## config.mk

```make
export PLATFORM = sky130hd
export DESIGN_NAME = traffic_light_ctrl_flat
export DESIGN_NICKNAME = d
export VERILOG_FILES = /design/src/rtl/traffic_light_ctrl_if.sv /design/src/rtl/traffic_light_ctrl.sv /design/src/flat_wrapper.sv
export SDC_FILE = /design/constraint.sdc
export NUM_CORES = 1
export LEC_CHECK = 0
export BUFFER_PORTS_ARGS = -buffer_cell sky130_fd_sc_hd__buf_2
export CELL_PAD_IN_SITES_DETAIL_PLACEMENT = 0
export CELL_PAD_IN_SITES_GLOBAL_PLACEMENT = 2
export CORE_ASPECT_RATIO = 1.5
export CORE_MARGIN = 1
export CORE_UTILIZATION = 35
export DETAILED_ROUTE_END_ITERATION = 8
export HOLD_SLACK_MARGIN = 0.06
export PLACE_DENSITY_LB_ADDON = 0.2
export SYNTH_ARGS = -nofsm -noshare
export SYNTH_HDL_FRONTEND = slang
export SYNTH_SLANG_ARGS = --single-unit
```

## constraint.sdc

```tcl
create_clock -name clk -period 3.3 [get_ports clk]
set_clock_uncertainty 0.05 [all_clocks]
set_input_delay 0.165 -clock clk [delete_from_list [all_inputs] [get_ports clk]]
set_output_delay 0.165 -clock clk [all_outputs]
set_load 0.03 [all_outputs]
```

## src/rtl/traffic_light_ctrl_if.sv

```systemverilog
// Signal bundle between the tick/request side and the intersection controller.
interface traffic_light_ctrl_if;
    localparam int unsigned PHASE_W = 3;

    logic               tick;
    logic               ped_req;
    logic               flash_mode;
    logic               ns_g;
    logic               ns_y;
    logic               ns_r;
    logic               ew_g;
    logic               ew_y;
    logic               ew_r;
    logic               walk;
    logic [PHASE_W-1:0] phase;

    // Driver side: tick generator, pedestrian button, maintenance switch
    modport master (
        output tick, ped_req, flash_mode,
        input  ns_g, ns_y, ns_r, ew_g, ew_y, ew_r, walk, phase
    );

    // Controller side
    modport slave (
        input  tick, ped_req, flash_mode,
        output ns_g, ns_y, ns_r, ew_g, ew_y, ew_r, walk, phase
    );
endinterface

```

## src/rtl/traffic_light_ctrl.sv

```systemverilog
// Two-approach intersection controller: timed NS/EW greens with all-red
// clearance, latched pedestrian walk phase and maintenance flashing yellow.
module traffic_light_ctrl #(
    parameter int unsigned GREEN_TICKS  = 5,
    parameter int unsigned YELLOW_TICKS = 2,
    parameter int unsigned ALLRED_TICKS = 1,
    parameter int unsigned WALK_TICKS   = 3,
    parameter int unsigned CNT_W        = 4
) (
    input  logic                 clk,
    input  logic                 rst,
    traffic_light_ctrl_if.slave  if_lights
);

    localparam int unsigned PHASE_W = 3;
    localparam int unsigned LAMP_W  = 7;

    // Lamp vector bit positions: {ns_g, ns_y, ns_r, ew_g, ew_y, ew_r, walk}
    localparam int unsigned L_NS_G = 6;
    localparam int unsigned L_NS_Y = 5;
    localparam int unsigned L_NS_R = 4;
    localparam int unsigned L_EW_G = 3;
    localparam int unsigned L_EW_Y = 2;
    localparam int unsigned L_EW_R = 1;
    localparam int unsigned L_WALK = 0;

    localparam logic [CNT_W-1:0] GREEN_LAST  = CNT_W'(GREEN_TICKS - 1);
    localparam logic [CNT_W-1:0] YELLOW_LAST = CNT_W'(YELLOW_TICKS - 1);
    localparam logic [CNT_W-1:0] ALLRED_LAST = CNT_W'(ALLRED_TICKS - 1);
    localparam logic [CNT_W-1:0] WALK_LAST   = CNT_W'(WALK_TICKS - 1);

    typedef enum logic [PHASE_W-1:0] {
        ST_NS_G    = 3'd0,
        ST_NS_Y    = 3'd1,
        ST_EW_G    = 3'd2,
        ST_EW_Y    = 3'd3,
        ST_ALL_RED = 3'd4,
        ST_WALK    = 3'd5,
        ST_FLASH   = 3'd6,
        ST_ILLEGAL = 3'd7
    } state_t;

    state_t              r_state;
    state_t              w_state;
    logic [CNT_W-1:0]    r_cnt;
    logic [CNT_W-1:0]    w_cnt;
    logic [CNT_W-1:0]    w_last_cnt;
    logic                r_next_dir;
    logic                w_next_dir;
    logic                r_ped_pending;
    logic                w_ped_pending;
    logic                r_blink;
    logic                w_blink;
    logic [LAMP_W-1:0]   r_lamps;
    logic [LAMP_W-1:0]   w_lamps;

    // Terminal count of the current timed state
    always_comb begin
        w_last_cnt = ALLRED_LAST;
        case (r_state)
            ST_NS_G, ST_EW_G: w_last_cnt = GREEN_LAST;
            ST_NS_Y, ST_EW_Y: w_last_cnt = YELLOW_LAST;
            ST_WALK:          w_last_cnt = WALK_LAST;
            default:          w_last_cnt = ALLRED_LAST;
        endcase
    end

    // Next-state, phase counter, direction, request latch and blink
    always_comb begin
        w_state       = r_state;
        w_cnt         = r_cnt;
        w_next_dir    = r_next_dir;
        w_blink       = r_blink;
        w_ped_pending = r_ped_pending | if_lights.ped_req;

        if (r_state == ST_ILLEGAL) begin
            w_state = ST_ALL_RED;
        end else if (if_lights.tick) begin
            if (r_state == ST_FLASH) begin
                if (!if_lights.flash_mode) begin
                    w_state    = ST_ALL_RED;
                    w_next_dir = 1'b0;
                end else begin
                    w_blink = ~r_blink;
                end
            end else if (r_cnt != w_last_cnt) begin
                w_cnt = r_cnt + CNT_W'(1);
            end else begin
                case (r_state)
                    ST_NS_G: w_state = ST_NS_Y;
                    ST_NS_Y: begin
                        w_state    = ST_ALL_RED;
                        w_next_dir = 1'b1;
                    end
                    ST_EW_G: w_state = ST_EW_Y;
                    ST_EW_Y: begin
                        w_state    = ST_ALL_RED;
                        w_next_dir = 1'b0;
                    end
                    ST_ALL_RED: begin
                        if (if_lights.flash_mode) begin
                            w_state = ST_FLASH;
                        end else if (r_ped_pending) begin
                            w_state = ST_WALK;
                        end else if (!r_next_dir) begin
                            w_state = ST_NS_G;
                        end else begin
                            w_state = ST_EW_G;
                        end
                    end
                    ST_WALK: w_state = r_next_dir ? ST_EW_G : ST_NS_G;
                    default: w_state = ST_ALL_RED;
                endcase
            end
        end

        // Entry actions; a request arriving on the WALK entry cycle stays latched
        if (w_state != r_state) begin
            w_cnt = '0;
            if (w_state == ST_WALK) begin
                w_ped_pending = if_lights.ped_req;
            end
            if (w_state == ST_FLASH) begin
                w_blink = 1'b1;
            end
        end
    end

    // Lamp decode of the upcoming state, so registered lamps track the state register
    always_comb begin
        w_lamps = '0;
        case (w_state)
            ST_NS_G: begin
                w_lamps[L_NS_G] = 1'b1;
                w_lamps[L_EW_R] = 1'b1;
            end
            ST_NS_Y: begin
                w_lamps[L_NS_Y] = 1'b1;
                w_lamps[L_EW_R] = 1'b1;
            end
            ST_EW_G: begin
                w_lamps[L_EW_G] = 1'b1;
                w_lamps[L_NS_R] = 1'b1;
            end
            ST_EW_Y: begin
                w_lamps[L_EW_Y] = 1'b1;
                w_lamps[L_NS_R] = 1'b1;
            end
            ST_WALK: begin
                w_lamps[L_NS_R] = 1'b1;
                w_lamps[L_EW_R] = 1'b1;
                w_lamps[L_WALK] = 1'b1;
            end
            ST_FLASH: begin
                w_lamps[L_NS_Y] = w_blink;
                w_lamps[L_EW_Y] = w_blink;
            end
            default: begin
                w_lamps[L_NS_R] = 1'b1;
                w_lamps[L_EW_R] = 1'b1;
            end
        endcase
    end

    // State and output registers, synchronous reset to all-red
    always_ff @(posedge clk) begin
        if (rst) begin
            r_state       <= ST_ALL_RED;
            r_cnt         <= '0;
            r_next_dir    <= 1'b0;
            r_ped_pending <= 1'b0;
            r_blink       <= 1'b0;
            r_lamps       <= LAMP_W'(7'b0010010);
        end else begin
            r_state       <= w_state;
            r_cnt         <= w_cnt;
            r_next_dir    <= w_next_dir;
            r_ped_pending <= w_ped_pending;
            r_blink       <= w_blink;
            r_lamps       <= w_lamps;
        end
    end

    assign if_lights.ns_g  = r_lamps[L_NS_G];
    assign if_lights.ns_y  = r_lamps[L_NS_Y];
    assign if_lights.ns_r  = r_lamps[L_NS_R];
    assign if_lights.ew_g  = r_lamps[L_EW_G];
    assign if_lights.ew_y  = r_lamps[L_EW_Y];
    assign if_lights.ew_r  = r_lamps[L_EW_R];
    assign if_lights.walk  = r_lamps[L_WALK];
    assign if_lights.phase = r_state;

endmodule
```

## src/flat_wrapper.sv

```systemverilog
// flat-port wrapper written by rule: the top's interface ports become plain ports
module traffic_light_ctrl_flat 
#(
    parameter int unsigned GREEN_TICKS  = 5,
    parameter int unsigned YELLOW_TICKS = 2,
    parameter int unsigned ALLRED_TICKS = 1,
    parameter int unsigned WALK_TICKS   = 3,
    parameter int unsigned CNT_W        = 4
)
  (clk, rst, if_lights_tick, if_lights_ped_req, if_lights_flash_mode, if_lights_ns_g, if_lights_ns_y, if_lights_ns_r, if_lights_ew_g, if_lights_ew_y, if_lights_ew_r, if_lights_walk, if_lights_phase);
  traffic_light_ctrl_if if_lights_i ();
  input  logic clk;
  input  logic rst;
  input wire logic [$bits(if_lights_i.tick)-1:0] if_lights_tick;
  input wire logic [$bits(if_lights_i.ped_req)-1:0] if_lights_ped_req;
  input wire logic [$bits(if_lights_i.flash_mode)-1:0] if_lights_flash_mode;
  output wire logic [$bits(if_lights_i.ns_g)-1:0] if_lights_ns_g;
  output wire logic [$bits(if_lights_i.ns_y)-1:0] if_lights_ns_y;
  output wire logic [$bits(if_lights_i.ns_r)-1:0] if_lights_ns_r;
  output wire logic [$bits(if_lights_i.ew_g)-1:0] if_lights_ew_g;
  output wire logic [$bits(if_lights_i.ew_y)-1:0] if_lights_ew_y;
  output wire logic [$bits(if_lights_i.ew_r)-1:0] if_lights_ew_r;
  output wire logic [$bits(if_lights_i.walk)-1:0] if_lights_walk;
  output wire logic [$bits(if_lights_i.phase)-1:0] if_lights_phase;
  assign if_lights_i.tick = if_lights_tick;
  assign if_lights_i.ped_req = if_lights_ped_req;
  assign if_lights_i.flash_mode = if_lights_flash_mode;
  assign if_lights_ns_g = if_lights_i.ns_g;
  assign if_lights_ns_y = if_lights_i.ns_y;
  assign if_lights_ns_r = if_lights_i.ns_r;
  assign if_lights_ew_g = if_lights_i.ew_g;
  assign if_lights_ew_y = if_lights_i.ew_y;
  assign if_lights_ew_r = if_lights_i.ew_r;
  assign if_lights_walk = if_lights_i.walk;
  assign if_lights_phase = if_lights_i.phase;
  traffic_light_ctrl #(.GREEN_TICKS(GREEN_TICKS), .YELLOW_TICKS(YELLOW_TICKS), .ALLRED_TICKS(ALLRED_TICKS), .WALK_TICKS(WALK_TICKS), .CNT_W(CNT_W)) u_core (.clk(clk), .rst(rst), .if_lights(if_lights_i));
endmodule
```

After elaboration in Yosys (flattened, before gate mapping):

Index checks and enable logic that the tools add are counted.

* add/sub/neg operators: 1
* equality and inequality tests: 16
* muxes and demuxes: 29
* bitwise logic cells: 4
* reductions and logical operators: 10

Operators with widths (count)
* two-way mux 3 bit: 7
* == test 3 bit (second input constant): 6
* two-way mux 1 bit: 16
* == test 3 x 2 -> 1 bit (second input constant): 4
* case mux 3 bit (4 select lines): 1
* case mux 3 bit (3 select lines): 1
* == test 3 x 1 -> 1 bit (second input constant): 2
* logical NOT 3 bit: 2
* case mux 1 bit (2 select lines): 3
* OR reduction 2 bit: 3
* OR reduction 3 bit: 2
* AND reduction 5 bit: 1
* adder 4 x 1 -> 4 bit (second input constant): 1
* != test 4 x 3 -> 1 bit: 1
* AND reduction 4 bit: 1
* != test 3 bit: 1
* inverter 1 bit: 3
* nonzero test 3 bit: 1
* two-way mux 2 bit: 1
* != test 2 x 1 -> 1 bit (second input constant): 1
* != test 2 bit (second input constant): 1
* OR 1 bit: 1

* logic and storage cells: 66
* flip-flop bits (word level): 17

Depth between registers and ports, before layout:

* word-level depth: 12
* gate-level depth with buffers: 7
* mapped depth without buffers: 6

Worst setup path after synthesis:

No wires, ideal clock.

* kind: reg-to-reg
* start: register u_core.r_state[0], in the netlist u_core.if_lights.phase[0]
* end: register u_core.r_next_dir
* library setup time: 0.121 ns
* stages on the path, launching flop included: 8
* slack: 1.154 ns
* path buffers: 1
* arrival time: 1.976 ns
* path through: dfxtp_1 > buf_4 > nand2b_2 > nor4b_2 > and2b_1 > o211ai_1 > a21boi_1 > mux2_2

* longest elaborated chain between the ends: 6
* elaborated cells on any way between the ends: 19
* those cells by class: eq/ne: 9; mux: 4; bitwise: 1; reduce/logical: 5

RTL lines
* start, declared: line traffic_light_ctrl.sv:43 `state_t r_state;`
* start signal, assigned: line traffic_light_ctrl.sv:175 `r_state <= w_state;`
* == test 3 x 1 -> 1 bit, or another cell as far along: line traffic_light_ctrl.sv:60, traffic_light_ctrl.sv:89
* OR reduction 2 bit: line traffic_light_ctrl.sv:60 `case (r_state)`
* case mux 3 bit (3 select lines): line traffic_light_ctrl.sv:60
* != test 4 x 3 -> 1 bit: line traffic_light_ctrl.sv:86 `end else if (r_cnt != w_last_cnt) begin`
* != test 2 x 1 -> 1 bit (no source line)
* AND reduction 5 bit (no source line)
* end signal, assigned: line traffic_light_ctrl.sv:177 `r_next_dir <= w_next_dir;`
* end, declared: line traffic_light_ctrl.sv:48 `logic r_next_dir;`

Several ways; a longest one is shown, not always the timed one. The select of a mux whose other input is x is not followed.
A chain may end at the register's enable or synchronous reset.

Worst setup path in the final report:

Ends and elaborated chain as after synthesis.

==> impl_metrics.csv <==
group,metric,value,unit
grt,grt_pass1_vias,1015,
worst_setup_path,critPathArrivalTime,2510,ps
final_layout,fin_util,40.1,%
worst_setup_path,end_kind,"register",
routing,finalWirelength,2.90,mm
logic_synthesis,syn_area_per_cell,9.13,µm²
floorplanning,io_pins,15,
grt,overflow,0,
pwr,power.share.switching,38.6,%
logic_synthesis,synthCells,130,
placed_design,gp_congestion,0.818,
worst_setup_path,critPathMaxFanout,19,
logic_synthesis,yosysMostFrequentCell,"dfxtp_1",
logic_synthesis,yosysUniqueCellTypes,62,
clock_network,cts-root-buf,"clkbuf_8",
worst_setup_path,cpPeakStageDelay,700,ps
clock_network,post_cts_buffers,0,
logic_synthesis,synth_edf_count,0,
worst_setup_path,startpoint_type,"register",
grt,met3_usage,2.07,%
routing,detail-route-antenna-nets,0,
clock_network,path_clk_slew,70,ps
worst_hold_path,hp-start,"if_lights_ped_req",
sta,setup_tns,0,ps
placed_design,placed_cells,177,
logic_synthesis,synthArstFlopShare,0,%
clock_network,numClockSinks,17,
logic_synthesis,synth-seq-cells,17,
worst_setup_path,worstPathRequired,3400,ps
final_layout,design_area,1280,µm²
pwr,combPwrFrac,36.6,%
pwr,leakagePower,0.506,nW
final_layout,finalNetCount,148,
clock_network,h-tree-depth,1,
pwr,p_clk_share,24.6,%
final_layout,finalNonFillerCells,181,
logic_synthesis,synthesis.nets,136,
routing,vias_per_cell,5.57,
grt,grt_max_degree,20,
logic_synthesis,yosys.area.top_type,"dfxtp_1",
routing,drt-initial-drc-count,24,
final_layout,final_layout_size_suffix_gt1_share,30.5,%
logic_synthesis,synth_top_area_share,28.7,%
sta,worst_slew_margin_rel,60.8,%
placed_design,portBuffers,14,
sta,setup_viol,0,
logic_synthesis,synthTopCellsByCount,"dfxtp_1, nand2_1, nor2_1, nor3_1",
pwr,intPower,0.398,mW
grt,grt_pass1_wl,4.88,mm
routing,drt_first_pass_iters,4,
floorplanning,rows,25,
grt,use_met1,19.1,%
pwr,power_density,507,nW/µm²
worst_hold_path,hp-class,"input port to register",
worst_hold_path,holdPathStages,3,
clock_network,hold_buffers,0,
sta,slew_viol_final,0,
logic_synthesis,synth_ff_type,"dfxtp_1",
clock_network,cts_tree,"done",
pwr,power.switching,0.250,mW
grt,gr-usage-met2,35.0,%
placed_design,place_area,1230,µm²
floorplanning,initial_core_util,37.2,%
sta,rsz0062_at_grt,"false",
outcome,status,"finished, final reports clean",
final_layout,n_antenna_cell,0,
logic_synthesis,synth_top_cells_by_area,"dfxtp_1, buf_6, nand2_1, nor2_1, nor3_1",
grt,antenna_found_initial,0,
worst_setup_path,worst-r2r-setup-slack,900,ps
final_layout,fill_cells,352,
worst_setup_path,path_cells,"nand2b_2, nor4b_2, and2b_1, o211ai_1, a21boi_1, mux2_2",
sta,post-route-min-period,2400,ps
worst_setup_path,worstSetupPathType,"register to register",
sta,hold_viol,0,
clock_network,clk-insertion-delay-late,260,ps
pwr,irDropWorstVdd,0.277,mV
grt,grtUsageTotal,18.3,%
sta,worst_slew_pin_slew,587,ps
sta,fmax,0.416,GHz
clock_network,clk_path_buf_depth,2,
worst_setup_path,crit_path_top_delay_cell,"dfxtp_1",
worst_setup_path,rr_endpoint,"u_core.r_next_dir",
sta,finalWorstSetupSlack,897,ps
worst_setup_path,r2r_cells,6,
logic_synthesis,synth_warnings,0,
logic_synthesis,seq_area_frac_synth,28.7,%
placed_design,dp_worst_setup_slack,896,ps
clock_network,cts.repair.resized,0,
routing,wl_per_cell,16.0,µm
floorplanning,dieArea,3630,µm²
flow_run,max-cap-violations,0,
routing,route.vias.total,1009,
placed_design,hpwl,2.19,mm
logic_synthesis,netlist_area,1190,µm²
worst_setup_path,timing.rr.start,"u_core.if_lights.phase[0]",
worst_hold_path,whs_endpoint,"u_core.r_ped_pending",
sta,period_share,72.8,%
pwr,p_seq_share,38.8,%
routing,drcViolationCount,0,
clock_network,numCtsBuffers,3,
floorplanning,die_h,73.3,µm
grt,gr-max-usage-layer,"met2",
floorplanning,core,3190,µm²
final_layout,area_growth,7.80,%
floorplanning,die_w,49.6,µm
[power groups by stage]
stage / clock network [mW] / logic (mW) / registers [mW]
after floorplan: 0 / 0.179 / 0.272
after global placement: 0 / 0.239 / 0.255
after detailed placement: 0 / 0.237 / 0.256
after CTS: 0.168 / 0.239 / 0.251
after global routing: 0.170 / 0.261 / 0.256
final: 0.159 / 0.238 / 0.251
[logic make-up (layout without fill, tap and decap cells)]
| family | after synthesis | in the layout | share of synthesized area, % |
|---|---|---|---|
| flip-flops | 17 | 17 | 28.7 |
| AO/OA/AOI/OAI | 39 | 39 | 29.7 |
| adder cells (fa/ha/maj) | 1 | 1 | 1.05 |
| buffers and inverters | 12 | 23 | 7.80 |
| multiplexers | 1 | 1 | 0.948 |
| AND/OR/NAND/NOR | 56 | 56 | 28.9 |
| XOR/XNOR | 4 | 4 | 2.95 |
[cells in the final DEF, fill, tap and decap left out, types with 3 or more instances in the layout]
cell type,Yosys,routed
xnor2_1,3,3
o31a_2,3,3
inv_1,5,5
a21oi_1,5,5
nor3_1,6,6
buf_2,0,14
dfxtp_1,17,17
clkbuf_8,1,3
nand2_1,12,12
nor2_1,9,9
nand2b_1,3,3
[flip-flops by register name, summed over array words and instances (netlist names)]
register / count
u_core.if_lights.phase: 3
u_core.r_cnt: 4
u_core.r_lamps: 7
u_core.r_ped_pending: 1
u_core.r_next_dir: 1
u_core.r_blink: 1
[worst max-delay path: cells and delay by family (launching register included)]
| family | cells | cell delay [ps] |
|---|---|---|
| and+or+nand+nor | 3 | 890 |
| DFF | 1 | 700 |
| muxes | 1 | 340 |
| AOI/OAI and AO/OA | 2 | 310 |
[per-stage QoR]
step / total power [mW] / hold WS, ps
5_1_grt: 0.687 / 98.7
4_1_cts: 0.658 / 73.2
3_3_place_gp: 0.495 / 353
2_1_floorplan: 0.451 / 244
6_report: 0.648 / 80.6
3_5_place_dp: 0.493 / 355
[layout make-up]
type / instances / area, µm² / area share [%]
clock buffer: 3 / 41.3 / 3.23
clock inverter: 1 / 5.00 / 0.391
inverter: 5 / 18.8 / 1.47
multi-input combinational: 101 / 754 / 58.9
sequential: 17 / 340 / 26.6
tap: 40 / 50.0 / 3.91
timing repair buffer: 14 / 70.1 / 5.47
[metal layers]
metal / routed length [µm] / share of wire [%]
met5: 0 / 0
met4: 65 / 2.2
met3: 87 / 3.0
met2: 1590 / 55
met1: 1160 / 40
[worst max-delay path by stage]
stage | start | to | slack, ps | cells past startpoint
after global routing | u_core.if_lights.phase[0] | u_core.r_lamps[5] | 700 | 6
after floorplan | u_core.if_lights.phase[0] | u_core.r_next_dir | 1150 | 7
after global placement | u_core.if_lights.phase[0] | u_core.r_lamps[4] | 970 | 6
after CTS | u_core.if_lights.phase[0] | u_core.r_next_dir | 890 | 6
final | u_core.if_lights.phase[0] | u_core.r_next_dir | 900 | 6
after detailed placement | u_core.if_lights.phase[0] | u_core.r_next_dir | 900 | 6
Power figures use the tool's default switching activity.
